==> src/rtl/fetch_unit.sv <==
// ============================================================================
// Module   : fetch_unit
// Purpose  : Single-outstanding instruction fetch front end with a valid/ready
//            hand-off to decode and PC redirect handling.
// Revision : 1.0
// ============================================================================
`default_nettype none

module fetch_unit #(
    parameter int                ADDR_W   = 8,
    parameter int                INSTR_W  = 9,
    parameter logic [ADDR_W-1:0] RESET_PC = '0,
    parameter int                CNT_W    = 16
) (
    input  logic               clk,
    input  logic               reset_n,
    output logic               imem_req,
    output logic [ADDR_W-1:0]  imem_addr,
    input  logic               imem_rvalid,
    input  logic [INSTR_W-1:0] imem_rdata,
    output logic               instr_valid,
    input  logic               instr_ready,
    output logic [INSTR_W-1:0] instr,
    output logic [5:0]         op,
    output logic [ADDR_W-1:0]  instr_pc,
    input  logic               redirect_valid,
    input  logic [ADDR_W-1:0]  redirect_target,
    output logic [CNT_W-1:0]   fetch_count,
    output logic               protocol_err
);

    typedef enum logic [2:0] {
        S_IDLE = 3'd0,
        S_REQ  = 3'd1,
        S_WAIT = 3'd2,
        S_HOLD = 3'd3,
        S_DROP = 3'd4
    } state_t;

    state_t             r_state;
    state_t             w_state_nxt;
    logic [ADDR_W-1:0]  r_pc;
    logic [ADDR_W-1:0]  w_pc_nxt;
    logic [INSTR_W-1:0] r_instr;
    logic [ADDR_W-1:0]  r_instr_pc;
    logic [CNT_W-1:0]   r_fetch_count;
    logic               r_protocol_err;
    logic               w_capture;
    logic               w_accept;
    logic               w_stray;

    always_comb begin
        w_state_nxt = r_state;
        w_pc_nxt    = r_pc;
        w_capture   = 1'b0;
        w_accept    = 1'b0;
        case (r_state)
            S_IDLE: w_state_nxt = S_REQ;
            S_REQ: begin
                if (redirect_valid) begin
                    w_pc_nxt    = redirect_target;
                    w_state_nxt = S_DROP;
                end else begin
                    w_state_nxt = S_WAIT;
                end
            end
            S_WAIT: begin
                // A response coinciding with a redirect is stale: refetch at once.
                if (redirect_valid && imem_rvalid) begin
                    w_pc_nxt    = redirect_target;
                    w_state_nxt = S_REQ;
                end else if (redirect_valid) begin
                    w_pc_nxt    = redirect_target;
                    w_state_nxt = S_DROP;
                end else if (imem_rvalid) begin
                    w_capture   = 1'b1;
                    w_state_nxt = S_HOLD;
                end
            end
            S_HOLD: begin
                if (redirect_valid) begin
                    w_pc_nxt    = redirect_target;
                    w_state_nxt = S_REQ;
                end else if (instr_ready) begin
                    w_pc_nxt    = r_pc + ADDR_W'(1);
                    w_accept    = 1'b1;
                    w_state_nxt = S_REQ;
                end
            end
            S_DROP: begin
                if (redirect_valid) begin
                    w_pc_nxt = redirect_target;
                end
                if (imem_rvalid) begin
                    w_state_nxt = S_REQ;
                end
            end
            default: w_state_nxt = S_IDLE;
        endcase
    end

    // Responses are only legal while a request is outstanding (WAIT or DROP).
    assign w_stray = imem_rvalid &&
                     (r_state == S_IDLE || r_state == S_REQ || r_state == S_HOLD);

    always_ff @(posedge clk or negedge reset_n) begin
        if (!reset_n) begin
            r_state        <= S_IDLE;
            r_pc           <= RESET_PC;
            r_instr        <= '0;
            r_instr_pc     <= '0;
            r_fetch_count  <= '0;
            r_protocol_err <= 1'b0;
        end else begin
            r_state <= w_state_nxt;
            r_pc    <= w_pc_nxt;
            if (w_capture) begin
                r_instr    <= imem_rdata;
                r_instr_pc <= r_pc;
            end
            if (w_accept) begin
                r_fetch_count <= r_fetch_count + CNT_W'(1);
            end
            if (w_stray) begin
                r_protocol_err <= 1'b1;
            end
        end
    end

    assign imem_req     = (r_state == S_REQ);
    assign imem_addr    = r_pc;
    assign instr_valid  = (r_state == S_HOLD);
    assign instr        = r_instr;
    assign op           = r_instr[INSTR_W-1 -: 6];
    assign instr_pc     = r_instr_pc;
    assign fetch_count  = r_fetch_count;
    assign protocol_err = r_protocol_err;

endmodule

`default_nettype wire

==> config.mk <==
export PLATFORM = sky130hd
export DESIGN_NAME = fetch_unit
export DESIGN_NICKNAME = d
export VERILOG_FILES = /design/src/rtl/fetch_unit.sv
export SDC_FILE = /design/constraint.sdc
export NUM_CORES = 1
export LEC_CHECK = 0
export BUFFER_PORTS_ARGS = -buffer_cell sky130_fd_sc_hd__clkbuf_2
export CAP_MARGIN = 20
export CORE_MARGIN = 10
export CORE_UTILIZATION = 35
export DETAILED_ROUTE_END_ITERATION = 8
export GPL_ROUTABILITY_DRIVEN = 0
export MAX_ROUTING_LAYER = met4
export PLACE_DENSITY = 0.58
export SLEW_MARGIN = 20
export SYNTH_ARGS = -nofsm -noshare
export SYNTH_HDL_FRONTEND = slang
export SYNTH_SLANG_ARGS = --single-unit
==> constraint.sdc <==
create_clock -name clk -period 3.7 [get_ports clk]
set_input_delay 0 -clock clk [delete_from_list [all_inputs] [get_ports clk]]
set_output_delay 0 -clock clk [all_outputs]
set_load 0.01 [all_outputs]
==> results of run 1 <==
## layout make-up
class | count | share of cell area [%]
clock inverter | 2 | 0.3633
inverter | 5 | 0.6812
multi-input combinational | 129 | 33.42
timing repair buffer | 87 | 18.62
sequential | 45 | 40.87
tap | 75 | 3.406
clock buffer | 6 | 2.634
## cell usage in the layout, fill, tap and decap left out, drive strengths merged
master,netlist,routed
o21ai,10,10
dlygate4sd3,0,15
inv,5,5
a31o,1,1
o221a,1,1
buf,15,1
o22ai,3,3
nand2,20,20
o311a,1,1
dfrtp,45,45
nand4,6,6
nor3b,4,4
mux2i,2,2
nand4b,1,1
clkinv,0,2
a31oi,1,1
xor2,3,3
nor3,8,8
a22o,7,7
a21oi,3,3
clkbuf,2,77
a32o,1,1
ha,2,2
xnor2,12,12
nand4bb,1,1
nor4,1,1
nand2b,2,2
and2,1,1
nand3,8,8
mux2,17,17
or3,1,1
nor2,7,7
and3b,2,2
and3,2,2
o41ai,1,1
## power breakdown
group	internal (W)	leakage, nW	switching [W]	total [W]
clock network	0.000131	0.0450	0.000156	0.000287
logic	0.000345	0.723	0.000372	0.000717
registers	0.000653	0.576	0.000178	0.000831
## routing by layer
layer,up-vias,wire length (µm)
met2,45,2502
met3,4,370
met1,813,2312
met5,-,0
met4,0,36
li1,842,-
## worst min-delay path: cells and delay by family
family / cells / cell delay [ps]
compound gates: 2 / 170
buf+inv: 1 / 90
simple gates: 1 / 50
## sequential cells by signal (all words and copies together), names as in the netlist
register,flops
imem_addr,8
instr_pc,8
r_state,3
instr,9
protocol_err,1
fetch_count,16
## through the flow
stage	instance area [µm²]	utilization (%)	worst slack (ps)	instances	power, W
finish	2755	45.99	1646	349	0.001836
global route	2755	45.99	1406	349	0.001994
CTS	2755	45.99	1536	349	0.001868
detailed placement	2522	42.11	1547	326	0.001562
global placement	2522	42.11	1616	326	0.001544
floorplan	2176	-	2169	196	0.001309
## path summary, 6_finish.rpt
path / start / endpoint / slack, ps / cells past startpoint
max: r_state[2] / instr[0] / 1650 / 3
max in group asynchronous: reset_n / fetch_count[9] / 2980 / 3
min in group asynchronous: reset_n / imem_addr[2] / 330 / 3
max reg2reg: r_state[2] / instr[0] / 1650 / 3
min reg2reg: fetch_count[15] / fetch_count[15] / 470 / 1
min: redirect_target[5] / imem_addr[5] / 50 / 4
## kinds of logic (layout without fill, tap and decap cells)
| logic type | count (synthesis) | after routing | synth area share [%] |
|---|---|---|---|
| and+or+nand+nor | 64 | 64 | 16.22 |
| DFF | 45 | 45 | 51.75 |
| AOI/OAI and AO/OA | 29 | 29 | 9.201 |
| buffers and inverters | 22 | 100 | 5.923 |
| muxes | 19 | 19 | 9.718 |
| xor gates and xnor gates | 15 | 15 | 6.038 |
| adders and majority gates | 2 | 2 | 1.150 |
==> flow_metrics.tcl, run 1 <==
set metrics [dict create \
    outcome "finished, final reports clean" \
    grt_usage_pct 10.86 \
    min_period_ps 2054 \
    clock_skew_ps 9.454 \
    crit_type "flip-flop to flip-flop" \
    fin_crit_sh_pct 55.50 \
    antenna_found_initial 0 \
    postCtsSetupBuffers 0 \
    cp.arrival_ps 2230 \
    async_reset_ff_share_pct 100.0 \
    worstSkewPairLatency_ps 290 \
    clk_path_buf_depth 2 \
    cts_made_buffers 5 \
    viasPerCell 4.883 \
    start_kind "flip-flop" \
    fp.dieH_um 98.85 \
    hold_buffers 15 \
    grt_pass1_wl_mm 8.680 \
    grt.overflow.total 0 \
    ios 72 \
    clk_pin_slew_ps 80 \
    cts_num_sinks 45 \
    grt_pass1_vias 1717 \
    synth_area_per_cell_um2 11.10 \
    hold-worst-slack_ps 50.25 \
    synthFlopType "dfrtp_1" \
    postSynthCellCount 196 \
    syn_area_um2 2176 \
    synth_edf_count 0 \
    drcViolationCount 0 \
    coreArea_um2 5991 \
    postRouteAntennaNets 0 \
    syn_nets 220 \
    cts-root-buf "clkbuf_8" \
    area_growth_pct 26.62 \
    path_buf_inv 0 \
    cts_tree "yes" \
    path_max_fanout 19 \
    dp_hpwl_mm 3.857 \
    drt_iter0_markers 69 \
    fillers 593 \
    multiInputGateArea_um2 920.9 \
    gr-usage-met2_pct 17.03 \
    worst_pin_slew_ps 929.7 \
    finalSetupTns_ps 0 \
    cap_violations 0 \
    worstPathCellList "nor2_1, nand4b_1, mux2_2" \
    max_freq_mhz 487.0 \
    critical-path-max-stage-delay_ps 740 \
    vias 1704 \
    peakVddDrop_mv 0.3032 \
    drive_gt1_share_pct 36.86 \
    p_per_area_nw_per_um2 666.4 \
    grt.busiest_layer "met2" \
    relSlewSlack_pct 37.69 \
    grt_util_met1_pct 13.14 \
    die_width_um 98.85 \
    slew_viol_final 0 \
    synth_top_area_share_pct 51.75 \
    crit_family "simple AND/OR/NAND/NOR gates" \
    final-hold-violation-count 0 \
    n_antenna_cell 0 \
    post_cts_resized 0 \
    grtUsageMet3_pct 3.422 \
    dr.pass1.iters 4 \
    hold_class "input port to flip-flop" \
    synth_most_common_cell "dfrtp_1" \
    synthTopCellsByCount "dfrtp_1, nand2_1, mux2_2" \
    ys_types 38 \
    die-area_um2 9770 \
    port_buffers 71 \
    final-setup-viol-count 0 \
    rows 28 \
    initial_core_util_pct 36.32 \
    register_area_um2 1126 \
    ys_ff_latch 45 \
    rsz0062_at_grt "false" \
    nets 297 \
    crit_required_ps 3870 \
    netlist_top_cells_area "dfrtp_1, mux2_2, xnor2_1, nand2_1, a22o_1" \
    cts_max_level 2 \
    critPathCaptureType "flip-flop" \
    wl_per_cell_um 14.96 \
    wirelength_mm 5.221 \
    yosysWarnings 0 \
    synth.largest_area_cell "dfrtp_1" \
    cp_slowest_cell "nand4b_1" \
    cellLeakagePower_nw 1.344 \
    grt_max_degree 46 \
    yosysSeqAreaShare_pct 51.75 \
]
Power figures use the tool's default switching activity.
==> inputs of run 2 (changes only) <==
Settings changed: PLACE_DENSITY 0.58 to 0.6.
Clock period 3.7 ns to 1.7 ns, I/O delays scaled along.
==> run 2 against run 1 <==
Net effect:
- clock skew down 3.1 ps
- hold slack worse by 17 ps
- first-iteration DRC count up 20%
- utilization up 2.0 points
- via count up 1.7%
- critical path type unchanged
- non-clock buffer count up 10
- critical endpoint is now fetch_count[8]
- clock power up 130%
- sequential power up 110%
- flip-flop and latch count unchanged
==> flow_metrics.tcl, run 2 (same netlist as run 1, synthesis figures left out) <==
set metrics [dict create \
    outcome "finished, final reports clean" \
    finalSetupTns_ps 0 \
    clock_skew_ps 6.346 \
    slew_viol_final 0 \
    viasPerCell 4.827 \
    drive_gt1_share_pct 40.14 \
    min_period_ps 1584 \
    grt_pass1_wl_mm 9.087 \
    crit_required_ps 1930 \
    peakVddDrop_mv 0.6719 \
    coreArea_um2 5991 \
    antenna_found_initial 0 \
    crit_type "flip-flop to flip-flop" \
    clk_path_buf_depth 2 \
    grt_max_degree 46 \
    start_kind "flip-flop" \
    rr_endpoint "fetch_count[8]" \
    clk_pin_slew_ps 90 \
    critPathCaptureType "flip-flop" \
    largest_reg_flops 16 \
    die-area_um2 9770 \
    fin_crit_sh_pct 93.18 \
    drcViolationCount 0 \
    wl_per_cell_um 15.16 \
    rsz0062_at_grt "false" \
    initial_core_util_pct 36.32 \
    p_per_area_nw_per_um2 1450 \
    drt_iter0_markers 83 \
    final-hold-violation-count 0 \
    register_area_um2 1127 \
    die_width_um 98.85 \
    cts_num_sinks 45 \
    post-route-util_pct 48.00 \
    reg2reg_depth 5 \
    worst_pin_slew_ps 336.5 \
    wirelength_mm 5.443 \
    fillers 568 \
    hold_class "input port to flip-flop" \
    endpoint "fetch_count[8]" \
    cellLeakagePower_nw 1.405 \
    grt_usage_pct 11.53 \
    cts-root-buf "clkbuf_8" \
    dr.pass1.iters 4 \
    n_antenna_cell 0 \
    cap_violations 0 \
    rows 28 \
    final_cell_mix "clkbuf_2, dfrtp_1, nand2_1, mux2_2, dlygate4sd3_1" \
    fin_total_pwr_w 0.004170 \
    postRouteAntennaNets 0 \
    mostFrequentLayoutCell "clkbuf_2" \
    cts_max_level 2 \
    fp.dieH_um 98.85 \
    dp_hpwl_mm 3.984 \
    multiInputGateArea_um2 930.9 \
    max_freq_mhz 631.3 \
    grt.overflow.total 0 \
    cp.arrival_ps 1810 \
    final-setup-viol-count 0 \
    cts_made_buffers 5 \
    grt_pass1_vias 1810 \
    worstSkewPairLatency_ps 300 \
    vias 1733 \
    relSlewSlack_pct 77.52 \
    cts_tree "yes" \
    nets 307 \
    port_buffers 71 \
    path_max_fanout 8 \
    ios 72 \
    critical_path.startpoint "r_state[2]" \
    rrSetupSlack_ps 120 \
    area_growth_pct 32.15 \
    reg2reg_from "r_state[2]" \
]
-- run 2: through the flow --
step | cell area, µm² | hold WS (ps) | std cells | setup WS, ps
floorplan | 2176 | -295.6 | 196 | 168.9
global placement | 2615 | 7.124 | 335 | 121.0
detailed placement | 2615 | 6.038 | 335 | 44.84
CTS | 2856 | 28.73 | 358 | 24.65
global route | 2875 | 43.62 | 359 | 0.3140
finish | 2875 | 33.41 | 359 | 115.9
-- run 2: cell type report --
| cell class | count | share of cell area (%) |
|---|---|---|
| Clock inverter | 3 | 0.7833 |
| Inverter | 5 | 0.6527 |
| Tap cell | 75 | 3.264 |
| Timing Repair Buffer | 97 | 21.32 |
| Sequential cell | 45 | 39.21 |
| Multi-Input combinational cell | 129 | 32.38 |
| Clock buffer | 5 | 2.393 |
-- run 2: worst max-delay path, cell delays in order, from the launching register on --
cell       delay [ps]
dfrtp_2           440
nand4bb_1         200
buf_4             190
nor3_4            280
nor3b_2           250
xor2_1            150
-- run 2: what timing repair did --
item                                    CTS  global route
setup buffers                             0             1
endpoints found under the setup margin    0             9
hold buffers                             15             0
endpoints found under the hold margin    60             0
gates resized for setup                   0             4
-- run 2: worst min path at each step --
stage / start / endpoint / slack [ps] / cells after the start
floorplan: reset_n / fetch_count[0] / -300 / 0
global placement: reset_n / instr_pc[3] / 7 / 2
detailed placement: reset_n / instr_pc[3] / 6 / 2
CTS: redirect_target[5] / imem_addr[5] / 30 / 4
global route: redirect_target[5] / imem_addr[5] / 40 / 4
finish: redirect_target[5] / imem_addr[5] / 30 / 4
-- run 2: layer usage --
metal / track usage, % / wire length (µm) / vias up
met5: - / 0 / -
li1: - / - / 862
met1: 13.57 / 2451 / 822
met4: 4.961 / 78 / 0
met2: 18.29 / 2593 / 43
met3: 2.863 / 319 / 6
-- run 2: power by group --
group / total [W] / switching (W) / internal [W] / leakage [nW]
Combinational: 0.00174 / 0.000908 / 0.000837 / 0.793
Sequential: 0.00175 / 0.000329 / 0.00142 / 0.575
Clock: 0.000672 / 0.000384 / 0.000289 / 0.0364
==> inputs of run 3 (changes only) <==
Settings changed: CORE_ASPECT_RATIO set to 2.
==> run 3 against run 2 <==
Net effect:
- die area is 2.0% higher
- fmax barely moved
- cell count is 4.5% lower
- power rose by 9.0%
- via count up 1.2%
- critical path depth unchanged
- clock skew fell by 0.92 ps
- count of clock-buffer cells in the layout is the same
- combinational power about the same
- utilization about the same
- critical path type unchanged
- critical endpoint is now imem_addr[7]
- highest routed layer unchanged
==> flow_metrics.tcl, run 3 (same netlist as run 1, synthesis figures left out) <==
set metrics [dict create \
    outcome "finished, final reports clean" \
    vias 1754 \
    drcViolationCount 0 \
    slew_viol_final 0 \
    dr.pass1.iters 4 \
    final-hold-violation-count 0 \
    clk_pin_slew_ps 60 \
    crit_family "simple AND/OR/NAND/NOR gates" \
    cellLeakagePower_nw 1.429 \
    antenna_found_initial 0 \
    drt_iter0_markers 79 \
    post-route-util_pct 48.02 \
    cts_max_level 2 \
    drive_gt1_share_pct 40.71 \
    n_antenna_cell 0 \
    wl_per_cell_um 15.76 \
    path_buf_inv 1 \
    crit_type "flip-flop to flip-flop" \
    die-area_um2 9962 \
    ios 72 \
    grt_max_degree 25 \
    fp.dieH_um 131.5 \
    cts-root-buf "clkbuf_16" \
    dp_hpwl_mm 4.227 \
    worstSkewPairLatency_ps 280 \
    cts_num_sinks 45 \
    coreArea_um2 6006 \
    cp_slowest_cell "dfrtp_2" \
    path_max_fanout 9 \
    cp.arrival_ps 1750 \
    peakVddDrop_mv 0.7914 \
    mostFrequentLayoutCell "clkbuf_2" \
    area_growth_pct 32.55 \
    wirelength_mm 5.406 \
    final_cell_mix "clkbuf_2, dfrtp_1, nand2_1, mux2_2, xnor2_1" \
    die_width_um 75.75 \
    initial_core_util_pct 36.23 \
    fillers 591 \
    viasPerCell 5.114 \
    grt.overflow.total 0 \
    hold_class "input port to flip-flop" \
    min_period_ps 1585 \
    postRouteAntennaNets 0 \
    clock_skew_ps 5.431 \
    start_kind "flip-flop" \
    grt_pass1_wl_mm 8.921 \
    cts_made_buffers 5 \
    nets 304 \
    max_freq_mhz 630.9 \
    cap_violations 0 \
    worstPathCellList "nand4bb_1, buf_4, nor4_4, o21ai_0, a22o_1" \
    grt_usage_pct 11.72 \
    port_buffers 71 \
    rsz0062_at_grt "false" \
    critPathCaptureType "flip-flop" \
    rows 40 \
    largest_reg_flops 16 \
    cts_tree "yes" \
    grt_pass1_vias 1832 \
    critical-path-max-stage-delay_ps 450 \
    p_per_area_nw_per_um2 1576 \
    fin_crit_sh_pct 93.24 \
    worst_pin_slew_ps 620.6 \
    final-setup-viol-count 0 \
    relSlewSlack_pct 58.62 \
    finalSetupTns_ps 0 \
    clk_path_buf_depth 2 \
    crit_required_ps 1870 \
]
[run 3: cell count changes in the layout (fill, tap and decap cells not counted), sizes merged]
cell	change
clkinv	+1
dlygate4sd3	-4
buf	+1
bufinv	+1
clkinvlp	-3
[run 3: final cells by class]
cell class              instances  area (µm²)  area share (%)
flip-flops and latches         45        1127           39.09
multi-input cells             129       930.9           32.28
repair buffers                 94       568.0           19.70
clock buffers                   5       125.1           4.338
well taps                      63       78.83           2.733
clock inverters                 2       35.03           1.215
inverters                       5       18.77          0.6508
[run 3: worst paths after layout]
check                      cells after the start           end               start  slack (ps)
max reg2reg                                    5  imem_addr[7]          r_state[2]         110
max                                            5  imem_addr[7]          r_state[2]         110
min                                            3  imem_addr[4]  redirect_target[4]           7
min in group asynchronous                      2   instr_pc[4]             reset_n         260
max in group asynchronous                      3    r_state[2]             reset_n         890
min reg2reg                                    1  protocol_err        protocol_err         470
[run 3: stage by stage]
stage,worst slack [ps],power [W],area (µm²),hold WS (ps),instances
after global routing,21.98,0.004883,2884,19.40,343
after CTS,60.20,0.004595,2863,3.387,342
final,114.9,0.004544,2884,6.588,343
after global placement,121.4,0.003458,2603,45.97,325
after floorplan,168.9,0.002849,2176,-295.6,196
after detailed placement,80.70,0.003489,2603,49.32,325
[run 3: timing repair]
item	4_1_cts	5_1_grt
resized for setup	0	3
setup buffers	0	0
hold buffers	10	1
endpoints found under the setup margin	0	4
hold endpoints to repair	32	1
[run 3: power breakdown]
part	switching [W]	internal [W]
sequential	0.000314	0.00143
combinational	0.000906	0.000823
clock	0.000392	0.000682
total	0.00161	0.00293
[run 3: worst register-to-register path, delay by kind of cell (launching register included)]
family	cells	cell delay, ps
compound gates	2	340
flops	1	450
simple gates	2	480
buf+inv	1	190
[run 3: per-layer routing]
metal	track usage, %	up-vias	wire, µm
met5	-	-	0
met3	2.564	10	290
met2	20.50	49	3009
met4	5.094	0	122
li1	-	855	-
met1	11.69	840	1984
